### config.mk
export PLATFORM = sky130hd
export DESIGN_NAME = stack_arbiter_flat
export DESIGN_NICKNAME = d
export VERILOG_FILES = /design/src/rtl/stack_pkg.sv /design/src/rtl/stack_arbiter_if.sv /design/src/rtl/stack_depth_ctr.sv /design/src/rtl/stack_arbiter.sv /design/src/flat_wrapper.sv
export SDC_FILE = /design/constraint.sdc
export NUM_CORES = 1
export LEC_CHECK = 0
export CORE_ASPECT_RATIO = 1.25
export CORE_MARGIN = 2
export CORE_UTILIZATION = 32
export DETAILED_ROUTE_END_ITERATION = 8
export PLACE_DENSITY_LB_ADDON = 0.25
export SLEW_MARGIN = 30
export SYNTH_ARGS = -nofsm -noshare
export SYNTH_HDL_FRONTEND = slang
export SYNTH_SLANG_ARGS = --single-unit
### constraint.sdc
create_clock -name clk -period 3.7 [get_ports clk]
set_input_delay 0.74 -clock clk [delete_from_list [all_inputs] [get_ports clk]]
set_output_delay 0.74 -clock clk [all_outputs]
set_load 0.02 [all_outputs]
### src/rtl/stack_pkg.sv
// rtl/stack_pkg.sv - shared types and defaults for the stack arbiter slice
// Optional protection feature is enabled with STACK_PROT_EN.
package stack_pkg;

  localparam int STK_DEPTH     = 1024;
  localparam int STK_DW        = 32;
  localparam int STK_BURST_MAX = 8;
  localparam int AW            = $clog2(STK_DEPTH) + 1;

  typedef enum logic [1:0] {
    IDLE    = 2'd0,
    SAVE    = 2'd1,
    RESTORE = 2'd2,
    DRAIN   = 2'd3
  } state_t;

  function automatic logic [3:0] clamp_len(input logic [3:0] len, input logic [3:0] bmax);
    return (len > bmax) ? bmax : len;
  endfunction

endpackage

### src/rtl/stack_arbiter_if.sv
// rtl/stack_arbiter_if.sv - CPU, context-unit and stack-side signals of the stack arbiter
// Error outputs exist only when STACK_PROT_EN is defined.
interface stack_arbiter_if #(
  parameter int DW = stack_pkg::STK_DW,
  parameter int AW = stack_pkg::AW
);
  logic          cpu_push;
  logic          cpu_pop;
  logic [DW-1:0] cpu_wdata;
  logic          cpu_stall;

  logic          ctx_req;
  logic          ctx_save;
  logic [3:0]    ctx_len;
  logic [DW-1:0] ctx_wdata;
  logic          ctx_wr_rdy;
  logic          ctx_rd_valid;
  logic          ctx_done;
  logic          ctx_busy;

  logic          stk_push;
  logic          stk_pop;
  logic [DW-1:0] stk_wdata;
  logic [DW-1:0] stk_rdata;
  logic          stk_rst_n;

  logic [AW-1:0] depth;
  logic          full;
  logic          empty;
`ifdef STACK_PROT_EN
  logic          err_ovf;
  logic          err_unf;
  logic          ctx_err;
`endif

  modport master (
    output cpu_push, cpu_pop, cpu_wdata, ctx_req, ctx_save, ctx_len, ctx_wdata, stk_rdata,
    input  cpu_stall, ctx_wr_rdy, ctx_rd_valid, ctx_done, ctx_busy,
    input  stk_push, stk_pop, stk_wdata, stk_rst_n, depth, full, empty
`ifdef STACK_PROT_EN
    , input err_ovf, err_unf, ctx_err
`endif
  );

  modport slave (
    input  cpu_push, cpu_pop, cpu_wdata, ctx_req, ctx_save, ctx_len, ctx_wdata, stk_rdata,
    output cpu_stall, ctx_wr_rdy, ctx_rd_valid, ctx_done, ctx_busy,
    output stk_push, stk_pop, stk_wdata, stk_rst_n, depth, full, empty
`ifdef STACK_PROT_EN
    , output err_ovf, err_unf, ctx_err
`endif
  );
endinterface

### src/rtl/stack_depth_ctr.sv
// rtl/stack_depth_ctr.sv - shadow of the stack pointer as an occupancy count
// Ops at a boundary are ignored here exactly as the stack ignores them.
module stack_depth_ctr #(
  parameter int DEPTH = 1024,
  parameter int CW    = $clog2(DEPTH) + 1
) (
  input  logic          clk,
  input  logic          rst,
  input  logic          push,
  input  logic          pop,
  output logic [CW-1:0] depth,
  output logic          full,
  output logic          empty
);
  logic inc, dec;

  assign full  = (depth == CW'(DEPTH));
  assign empty = (depth == '0);
  assign inc   = push & ~full;
  assign dec   = pop & ~empty;

  always_ff @(posedge clk) begin
    if (rst) begin
      depth <= '0;
    end else if (inc && !dec) begin
      depth <= depth + 1'b1;
    end else if (dec && !inc) begin
      depth <= depth - 1'b1;
    end
  end
endmodule

### src/rtl/stack_arbiter.sv
// rtl/stack_arbiter.sv - shares the single-port stack between the CPU and context SAVE/RESTORE bursts
// Define STACK_PROT_EN for overflow/underflow blocking and error flags.
module stack_arbiter
  import stack_pkg::*;
#(
  parameter int DEPTH     = STK_DEPTH,
  parameter int DW        = STK_DW,
  parameter int BURST_MAX = STK_BURST_MAX
) (
  input  logic           clk,
  input  logic           rst,
  stack_arbiter_if.slave bus
);
  localparam int         CW        = $clog2(DEPTH) + 1;
  localparam logic [1:0] S_IDLE    = IDLE;
  localparam logic [1:0] S_SAVE    = SAVE;
  localparam logic [1:0] S_RESTORE = RESTORE;
  localparam logic [1:0] S_DRAIN   = DRAIN;
  localparam logic [3:0] BMAX      = 4'(BURST_MAX);

  logic [1:0]    state, state_nxt;
  logic [3:0]    cnt, cnt_nxt, len_c;
  logic          rd_q;
  logic          push_raw, pop_raw, push_go, pop_go;
  logic          wr_rdy, done, stall, cpu_any;
  logic [DW-1:0] wdata;
  logic [CW-1:0] depth;
  logic          full, empty;
`ifdef STACK_PROT_EN
  logic          rej_q, rej_nxt, save_abort, err_ovf_q, err_unf_q;
`endif

  assign len_c   = clamp_len(bus.ctx_len, BMAX);
  assign cpu_any = bus.cpu_push | bus.cpu_pop;

  always_comb begin
    state_nxt = state;
    cnt_nxt   = cnt;
    push_raw  = 1'b0;
    pop_raw   = 1'b0;
    wdata     = bus.cpu_wdata;
    wr_rdy    = 1'b0;
    done      = 1'b0;
`ifdef STACK_PROT_EN
    rej_nxt    = 1'b0;
    save_abort = 1'b0;
`endif
    case (state)
      S_IDLE: begin
        if (bus.ctx_req) begin
          cnt_nxt = len_c;
          // A zero-length burst still goes through DRAIN so ctx_done lands next cycle.
          if (len_c == 4'd0) begin
            state_nxt = S_DRAIN;
          end else if (bus.ctx_save) begin
            state_nxt = S_SAVE;
`ifdef STACK_PROT_EN
          end else if (CW'(len_c) > depth) begin
            state_nxt = S_DRAIN;
            rej_nxt   = 1'b1;
`endif
          end else begin
            state_nxt = S_RESTORE;
          end
        end else begin
          push_raw = bus.cpu_push;
          pop_raw  = bus.cpu_pop & ~bus.cpu_push;
        end
      end
      S_SAVE: begin
        push_raw = 1'b1;
        wdata    = bus.ctx_wdata;
        wr_rdy   = 1'b1;
        cnt_nxt  = cnt - 4'd1;
        if (cnt == 4'd1) begin
          done      = 1'b1;
          state_nxt = S_IDLE;
        end
`ifdef STACK_PROT_EN
        if (full) begin
          wr_rdy     = 1'b0;
          done       = 1'b1;
          save_abort = 1'b1;
          state_nxt  = S_IDLE;
        end
`endif
      end
      S_RESTORE: begin
        pop_raw = 1'b1;
        cnt_nxt = cnt - 4'd1;
        if (cnt == 4'd1) begin
          state_nxt = S_DRAIN;
        end
      end
      S_DRAIN: begin
        done      = 1'b1;
        state_nxt = S_IDLE;
      end
      default: state_nxt = S_IDLE;
    endcase
  end

`ifdef STACK_PROT_EN
  assign push_go = push_raw & ~full;
  assign pop_go  = pop_raw & ~empty;
  assign stall   = (cpu_any & ((state != S_IDLE) | bus.ctx_req))
                 | ((state == S_IDLE) & ~bus.ctx_req & bus.cpu_push & full);
`else
  assign push_go = push_raw;
  assign pop_go  = pop_raw;
  assign stall   = cpu_any & ((state != S_IDLE) | bus.ctx_req);
`endif

  always_ff @(posedge clk) begin
    if (rst) begin
      state <= S_IDLE;
      cnt   <= '0;
      rd_q  <= 1'b0;
    end else begin
      state <= state_nxt;
      cnt   <= cnt_nxt;
      rd_q  <= pop_go & (state == S_RESTORE);
    end
  end

`ifdef STACK_PROT_EN
  always_ff @(posedge clk) begin
    if (rst) begin
      rej_q     <= 1'b0;
      err_ovf_q <= 1'b0;
      err_unf_q <= 1'b0;
    end else begin
      rej_q     <= rej_nxt;
      err_ovf_q <= err_ovf_q | (push_raw & full);
      err_unf_q <= err_unf_q | (pop_raw & empty) | rej_nxt;
    end
  end

  assign bus.err_ovf = err_ovf_q;
  assign bus.err_unf = err_unf_q;
  assign bus.ctx_err = (save_abort | ((state == S_DRAIN) & rej_q)) & ~rst;
`endif

  stack_depth_ctr #(
    .DEPTH (DEPTH),
    .CW    (CW)
  ) u_depth (
    .clk   (clk),
    .rst   (rst),
    .push  (bus.stk_push),
    .pop   (bus.stk_pop),
    .depth (depth),
    .full  (full),
    .empty (empty)
  );

  // The stack is held in reset during rst, so nothing is issued that cycle.
  assign bus.stk_push     = push_go & ~rst;
  assign bus.stk_pop      = pop_go & ~rst;
  assign bus.stk_wdata    = wdata;
  assign bus.stk_rst_n    = ~rst;
  assign bus.cpu_stall    = stall;
  assign bus.ctx_wr_rdy   = wr_rdy & ~rst;
  assign bus.ctx_done     = done & ~rst;
  assign bus.ctx_busy     = (state != S_IDLE);
  assign bus.ctx_rd_valid = rd_q;
  assign bus.depth        = depth;
  assign bus.full         = full;
  assign bus.empty        = empty;
endmodule

### src/flat_wrapper.sv
// flat-port wrapper written by rule: the top's interface ports become plain ports
module stack_arbiter_flat import stack_pkg::*;
#(
  parameter int DEPTH     = STK_DEPTH,
  parameter int DW        = STK_DW,
  parameter int BURST_MAX = STK_BURST_MAX
)
  (clk, rst, bus_cpu_push, bus_cpu_pop, bus_cpu_wdata, bus_ctx_req, bus_ctx_save, bus_ctx_len, bus_ctx_wdata, bus_stk_rdata, bus_cpu_stall, bus_ctx_wr_rdy, bus_ctx_rd_valid, bus_ctx_done, bus_ctx_busy, bus_stk_push, bus_stk_pop, bus_stk_wdata, bus_stk_rst_n, bus_depth, bus_full, bus_empty);
  stack_arbiter_if #(.DW(DW), .AW(11)) bus_i ();
  input  logic clk;
  input  logic rst;
  input wire logic [$bits(bus_i.cpu_push)-1:0] bus_cpu_push;
  input wire logic [$bits(bus_i.cpu_pop)-1:0] bus_cpu_pop;
  input wire logic [$bits(bus_i.cpu_wdata)-1:0] bus_cpu_wdata;
  input wire logic [$bits(bus_i.ctx_req)-1:0] bus_ctx_req;
  input wire logic [$bits(bus_i.ctx_save)-1:0] bus_ctx_save;
  input wire logic [$bits(bus_i.ctx_len)-1:0] bus_ctx_len;
  input wire logic [$bits(bus_i.ctx_wdata)-1:0] bus_ctx_wdata;
  input wire logic [$bits(bus_i.stk_rdata)-1:0] bus_stk_rdata;
  output wire logic [$bits(bus_i.cpu_stall)-1:0] bus_cpu_stall;
  output wire logic [$bits(bus_i.ctx_wr_rdy)-1:0] bus_ctx_wr_rdy;
  output wire logic [$bits(bus_i.ctx_rd_valid)-1:0] bus_ctx_rd_valid;
  output wire logic [$bits(bus_i.ctx_done)-1:0] bus_ctx_done;
  output wire logic [$bits(bus_i.ctx_busy)-1:0] bus_ctx_busy;
  output wire logic [$bits(bus_i.stk_push)-1:0] bus_stk_push;
  output wire logic [$bits(bus_i.stk_pop)-1:0] bus_stk_pop;
  output wire logic [$bits(bus_i.stk_wdata)-1:0] bus_stk_wdata;
  output wire logic [$bits(bus_i.stk_rst_n)-1:0] bus_stk_rst_n;
  output wire logic [$bits(bus_i.depth)-1:0] bus_depth;
  output wire logic [$bits(bus_i.full)-1:0] bus_full;
  output wire logic [$bits(bus_i.empty)-1:0] bus_empty;
  assign bus_i.cpu_push = bus_cpu_push;
  assign bus_i.cpu_pop = bus_cpu_pop;
  assign bus_i.cpu_wdata = bus_cpu_wdata;
  assign bus_i.ctx_req = bus_ctx_req;
  assign bus_i.ctx_save = bus_ctx_save;
  assign bus_i.ctx_len = bus_ctx_len;
  assign bus_i.ctx_wdata = bus_ctx_wdata;
  assign bus_i.stk_rdata = bus_stk_rdata;
  assign bus_cpu_stall = bus_i.cpu_stall;
  assign bus_ctx_wr_rdy = bus_i.ctx_wr_rdy;
  assign bus_ctx_rd_valid = bus_i.ctx_rd_valid;
  assign bus_ctx_done = bus_i.ctx_done;
  assign bus_ctx_busy = bus_i.ctx_busy;
  assign bus_stk_push = bus_i.stk_push;
  assign bus_stk_pop = bus_i.stk_pop;
  assign bus_stk_wdata = bus_i.stk_wdata;
  assign bus_stk_rst_n = bus_i.stk_rst_n;
  assign bus_depth = bus_i.depth;
  assign bus_full = bus_i.full;
  assign bus_empty = bus_i.empty;
  stack_arbiter #(.DEPTH(DEPTH), .DW(DW), .BURST_MAX(BURST_MAX)) u_core (.clk(clk), .rst(rst), .bus(bus_i));
endmodule
# After elaboration in Yosys (flattened, before gate mapping)
# Cells that the tools add are included.
# classes
n_mux,19
eq_ne,8
reduce_logical,13
n_addsub,3
order_cmp,1
bitwise_logic,15
# ops
operator,count
two-way mux 32 bit,1
two-way mux 11 bit,2
"adder 11 x 1 -> 11 bit, second input constant",1
"== test 11 bit, second input constant",1
zero test 11 bit,1
"subtractor 11 x 1 -> 11 bit, second input constant",1
two-way mux 2 bit,5
bitwise AND 1 bit,9
two-way mux 4 bit,2
one-hot mux 2 bit (4 select lines),1
one-hot mux 4 bit (2 select lines),1
one-hot mux 1 bit (2 select lines),3
nonzero test 2 bit,3
"== test 2 bit, second input constant",2
"== test 4 x 1 -> 1 bit, second input constant",1
"greater-than comparator 4 bit, second input constant",1
zero test 4 bit,1
two-way mux 1 bit,4
"inequality test 2 x 1 -> 1 bit, second input constant",2
NOT 1 bit,4
"subtractor 4 x 1 -> 4 bit, second input constant",1
AND reduction 3 bit,1
"== test 2 x 1 -> 1 bit, second input constant",1
logical AND 1 bit,2
6 further kinds,8
# totals
elab_cells,63
regBits,18
output_inout_bits,53
inputBits,106

# Depth between registers and ports, before layout
# depth
word_depth,9
mapped_depth,14
mapped_depth_nobuf,14

# Modules after synthesis
# A second synthesis with hierarchy kept.
# hier_totals
cells_unflattened,223
area_unflattened_um2,1895.6
# modules_own_cells
mod,seq_area_each_um2,cells_per_inst,area_each_um2,n_inst
stack_arbiter,140.1,105,973.4,1
stack_depth_ctr,220.2,118,922.1,1

# Worst setup path before layout
# No wires, ideal clock.
# synth_timing
path_type,register to register
start,register u_core.state[1]
end,register u_core.u_depth.depth[10]
n_path_buf,1
period_less_slack_ns,3.326
required_time_ns,3.568
arrival_ns,3.194
path_stages_with_launch,15
slack_ns,0.374
setup_ns,0.132
path_cell_list,dfxtp_1 inv_1 ha_1 clkbuf_1 nor2b_1 a21o_1 o21a_1 ha_1 inv_1 ha_1 a211o_1 nor3b_1 a311oi_2 a31o_2 a21oi_1
# synth_via
elab_chain_cells,7
elab_cells_between_ends,15
classes_between,eq/ne (2); mux (3); bitwise (4); reduce/logical (6)
# synth_lines
item,line_no,text
"start, declared",stack_arbiter.sv:21,"logic [1:0] state, state_nxt;"
"start signal, assigned",stack_arbiter.sv:120,state <= state_nxt;
== test 2 x 1 -> 1 bit or zero test 2 bit (tied branches),stack_arbiter.sv:48,case (state)
one-hot mux 1 bit (2 select lines) (*),stack_arbiter.sv:48,
bitwise AND 1 bit (*),stack_arbiter.sv:158,assign bus.stk_push = push_go & ~rst;
via bus_stk_push,flat_wrapper.sv:25,output wire logic [$bits(bus_i.stk_push)-1:0] bus_stk_push;
bitwise AND 1 bit (*),stack_depth_ctr.sv:19,assign inc = push & ~full;
zero test 1 bit,stack_depth_ctr.sv:27,end else if (dec && !inc) begin
logical AND 1 bit,stack_depth_ctr.sv:27,
nonzero test 2 bit (no line),n/a,
"end signal, assigned",stack_depth_ctr.sv:26,depth <= depth + 1'b1;
"end signal, assigned",stack_depth_ctr.sv:28,depth <= depth - 1'b1;
"end, declared",stack_depth_ctr.sv:11,"output logic [CW-1:0] depth,"
# The timed path passes the listed nets; every way through them passes the cells marked *.
# A chain may end at the register's enable or synchronous reset.

# Final worst setup path
# layout_timing
start,input bus_ctx_req
end,register u_core.u_depth.depth[9]
# layout_via
elab_chain_cells,7
elab_cells_between_ends,14
classes_between,mux (5); bitwise (4); reduce/logical (5)
# layout_lines
item,line_no,text
"start, declared",flat_wrapper.sv:15,input wire logic [$bits(bus_i.ctx_req)-1:0] bus_ctx_req;
two-way mux 1 bit,stack_arbiter.sv:50,if (bus.ctx_req) begin
one-hot mux 1 bit (2 select lines),stack_arbiter.sv:48,
"bitwise AND 1 bit, on equally long branches","stack_arbiter.sv:159, stack_arbiter.sv:158",
"bitwise AND 1 bit, on equally long branches","stack_depth_ctr.sv:20, stack_depth_ctr.sv:19",
"zero test 1 bit, on equally long branches","stack_depth_ctr.sv:25, stack_depth_ctr.sv:27",
"logical AND 1 bit, on equally long branches","stack_depth_ctr.sv:25, stack_depth_ctr.sv:27",
two-way mux 11 bit or nonzero test 2 bit (tied branches),n/a,
# Parallel ways exist; a longest one is shown, timed or not.

==> qor.csv <==
stage,metric,value,unit
run_status,outcome,completed,
synthesis,synth_area,1790,sq um
synthesis,synth_top_area_cell,dfxtp_1,
detailed_routing,drt_iter0_markers,97,
placed_design,place_congestion,0.846,
timing,fin_worst_skew,0.00873,ns
detailed_routing,detail_route.first_pass.iterations,4,
power,power.density,820,nW/um^2
detailed_routing,ant_nets,0,
detailed_routing,vias,2132,
layout,n_fill_cell,501,
worst_hold_path,hold_path_depth,2,
worst_hold_path,hold_path.startpoint,u_core.u_depth.depth[6],
clocking,cts-root-buf,clkbuf_8,
critical_path,critPathArrivalTime,3.58,ns
global_route,track_usage,20.3,%
timing,worst_pin_slew,0.596,ns
placed_design,hpwlAfterDp,5330,um
power,switching_share,47.3,%
synthesis,yosys.area_share.adder,13.0,%
power,leakage,1.31,nW
critical_path,critPathLaunchType,input port,
synthesis,synth-edff-count,0,
timing,period_share,92.1,%
timing,hold_viol,0,
synthesis,seq_area_frac_synth,20.2,%
synthesis,syn_nets,340,
power,clockPowerShare,6.5,%
power,combPwrFrac,80.1,%
layout,drive_gt1_share,14.9,%
critical_path,cp_max_fo,7,
timing,relSlewSlack,59.1,%
critical_path,reg2reg_depth,14,
clocking,cts.clk_slew.worst_paths,0.08,ns
clocking,cts_hold_buf,0,
synthesis,synth_mux_area_share,21.8,%
clocking,cts_buffer_depth,2,
clocking,cts_setup_buffers,0,
global_route,grt_max_degree,35,
synthesis,async_reset_ff_share,0,%
critical_path,endpoint_kind,register,
critical_path,r2r-end,u_core.u_depth.depth[8],
timing,rsz0062_at_grt,no,
worst_hold_path,hp-class,register to register,
timing,tns,0,ns
clocking,cts_resized,0,
synthesis,synth.distinct_cells,46,
detailed_routing,drt-total-wl,6470,um
layout,final_common_cell,clkdlybuf4s50_1,
synthesis,synth-compound-area-share,20.4,%
layout,diodes,0,
layout,seq_area,360,sq um
global_route,grt_overflow,0,
run,drv_cap,0,
critical_path,cp.required,3.88,ns
global_route,grt_pass1_wl,10300,um
synthesis,synth_xor_area_share,1.96,%
floorplan,initial_utilization,33.1,%
clocking,cts.sinks,18,
power,p_int,0.00140,W
detailed_routing,vias_per_cell,5.16,
timing,fmax,294,MHz
clocking,cts_inserted_buffers,3,
power,p_seq_share,13.4,%
layout,fin_nets,474,
timing,slew_violations,0,
power,ir_drop,357,uV
detailed_routing,drc,0,
synthesis,ys_warn_count,0,
critical_path,reg2reg_slack,0.50,ns
layout,multi_input_area,1350,sq um
global_route,antenna_found_initial,0,
floorplan,dieWidth,70.8,um
floorplan,die_y,87.5,um
clocking,clock_latency,0.27,ns
power,p_sw,0.00125,W
timing,timing.hold.ws,0.504,ns
synthesis,synth_top_family_by_area,multiplexers,
worst_hold_path,holdPathEnd,u_core.u_depth.depth[6],
synthesis,synth_top_area_share,20.2,%
critical_path,regToRegStartpoint,u_core.state[0],
timing,fin_crit,3.41,ns
critical_path,path_class,input port to register,
floorplan,rows,30,
floorplan,coreArea,5410,sq um
detailed_routing,wire_per_inst,15.7,um
synthesis,synthFlopType,dfxtp_1,
layout,layout_common_cells,"126 x clkdlybuf4s50_1, 32 x mux2_2, 22 x a21oi_1",
placed_design,port_buffers,126,
floorplan,io_pins,159,
synthesis,synth_area_leaders,"dfxtp_1 20%, mux2_2 20%, ha_1 12%",
synthesis,netlist_instances,216,
synthesis,ys_ff_latch,18,
global_route,grt_pass1_vias,2199,
timing,setup_viol,0,
synthesis,synth-simple-area-share,18.1,%
layout,area_growth,81.0,%
floorplan,dieArea,6200,sq um
synthesis,avgSynthCellArea,8.27,sq um
clocking,cts_tree,done,
clocking,h-tree-depth,1,
power groups by stage:
stage          sequential, W  combinational (W)  clock (W)
2_1_floorplan       0.000385            0.00132          0
3_3_place_gp        0.000356            0.00208          0
3_5_place_dp        0.000357            0.00211          0
4_1_cts             0.000354            0.00213   0.000174
5_1_grt             0.000367            0.00233   0.000181
6_report            0.000356            0.00212   0.000172
kinds of logic after synthesis:
family,after synthesis
fa+ha+maj,18
flops,18
xor+xnor,4
compound gates,56
buf+inv,21
mux,35
simple gates,64
worst max-delay path by stage:
stage,start,end,slack [ns],depth (start not counted)
finish,bus_ctx_req,u_core.u_depth.depth[9],0.29,13
global route,bus_ctx_req,u_core.u_depth.depth[9],0.009,13
CTS,bus_ctx_req,u_core.u_depth.depth[8],0.30,13
detailed placement,bus_ctx_req,u_core.u_depth.depth[9],0.03,13
global placement,bus_ctx_req,u_core.u_depth.depth[8],0.08,14
floorplan,u_core.state[1],u_core.u_depth.depth[10],0.37,14
critical path, cell delays in order:
cell and delay, ns:
clkdlybuf4s50_1 0.41, nand2b_1 0.17, nor2_1 0.15, a31o_2 0.19, o21ai_0 0.08, ha_1 0.20
inv_1 0.20, buf_4 0.20, ha_1 0.29, a21oi_1 0.30, o21ai_0 0.17, o21a_1 0.21
o32ai_1 0.27
per-layer routing:
layer	track usage, %	up-vias	part of all wire [%]
met4	6.17	0	2.7
met5	0	-	0
met2	38.2	87	55
li1	-	1063	-
met1	23.1	967	37
met3	3.80	15	5.8
area by class of cell:
class	count	area share [%]
sequential	18	11.1
inverter	13	1.51
multi-input combinational	177	41.6
clock buffer	4	1.70
timing repair buffer	137	41.5
tap	64	2.48
Yosys cell counts (3+ instances only):
| master | n |
|---|---|
| inv_1 | 13 |
| ha_1 | 17 |
| nor3_1 | 3 |
| nor4_1 | 3 |
| mux2_2 | 32 |
| a21o_1 | 5 |
| a21oi_1 | 22 |
| buf_1 | 4 |
| o21a_1 | 4 |
| o21ai_0 | 8 |
| nand3_1 | 5 |
| nor3b_1 | 3 |
| clkbuf_1 | 3 |
| dfxtp_1 | 18 |
| nor2_1 | 17 |
| nand4_1 | 4 |
| nand2_1 | 16 |
| mux2i_1 | 3 |
stage by stage:
stage / util, % / instance area, sq um / power (W) / setup slack [ns] / std cells
3_5_place_dp: 58.8 / 3180 / 0.00247 / 0.0297 / 409
3_3_place_gp: 58.8 / 3180 / 0.00244 / 0.0818 / 409
4_1_cts: 59.8 / 3230 / 0.00265 / 0.298 / 413
6_report: 59.8 / 3230 / 0.00265 / 0.294 / 413
5_1_grt: 59.8 / 3230 / 0.00288 / 0.00885 / 413
2_1_floorplan: - / 1790 / 0.00171 / 0.374 / 216
sequential cells by signal, indices dropped and copies added (netlist names):
name / flops
u_core.cnt: 4
u_core.bus.ctx_rd_valid: 1
u_core.state: 2
u_core.u_depth.depth: 11
Power figures use the tool's default switching activity.
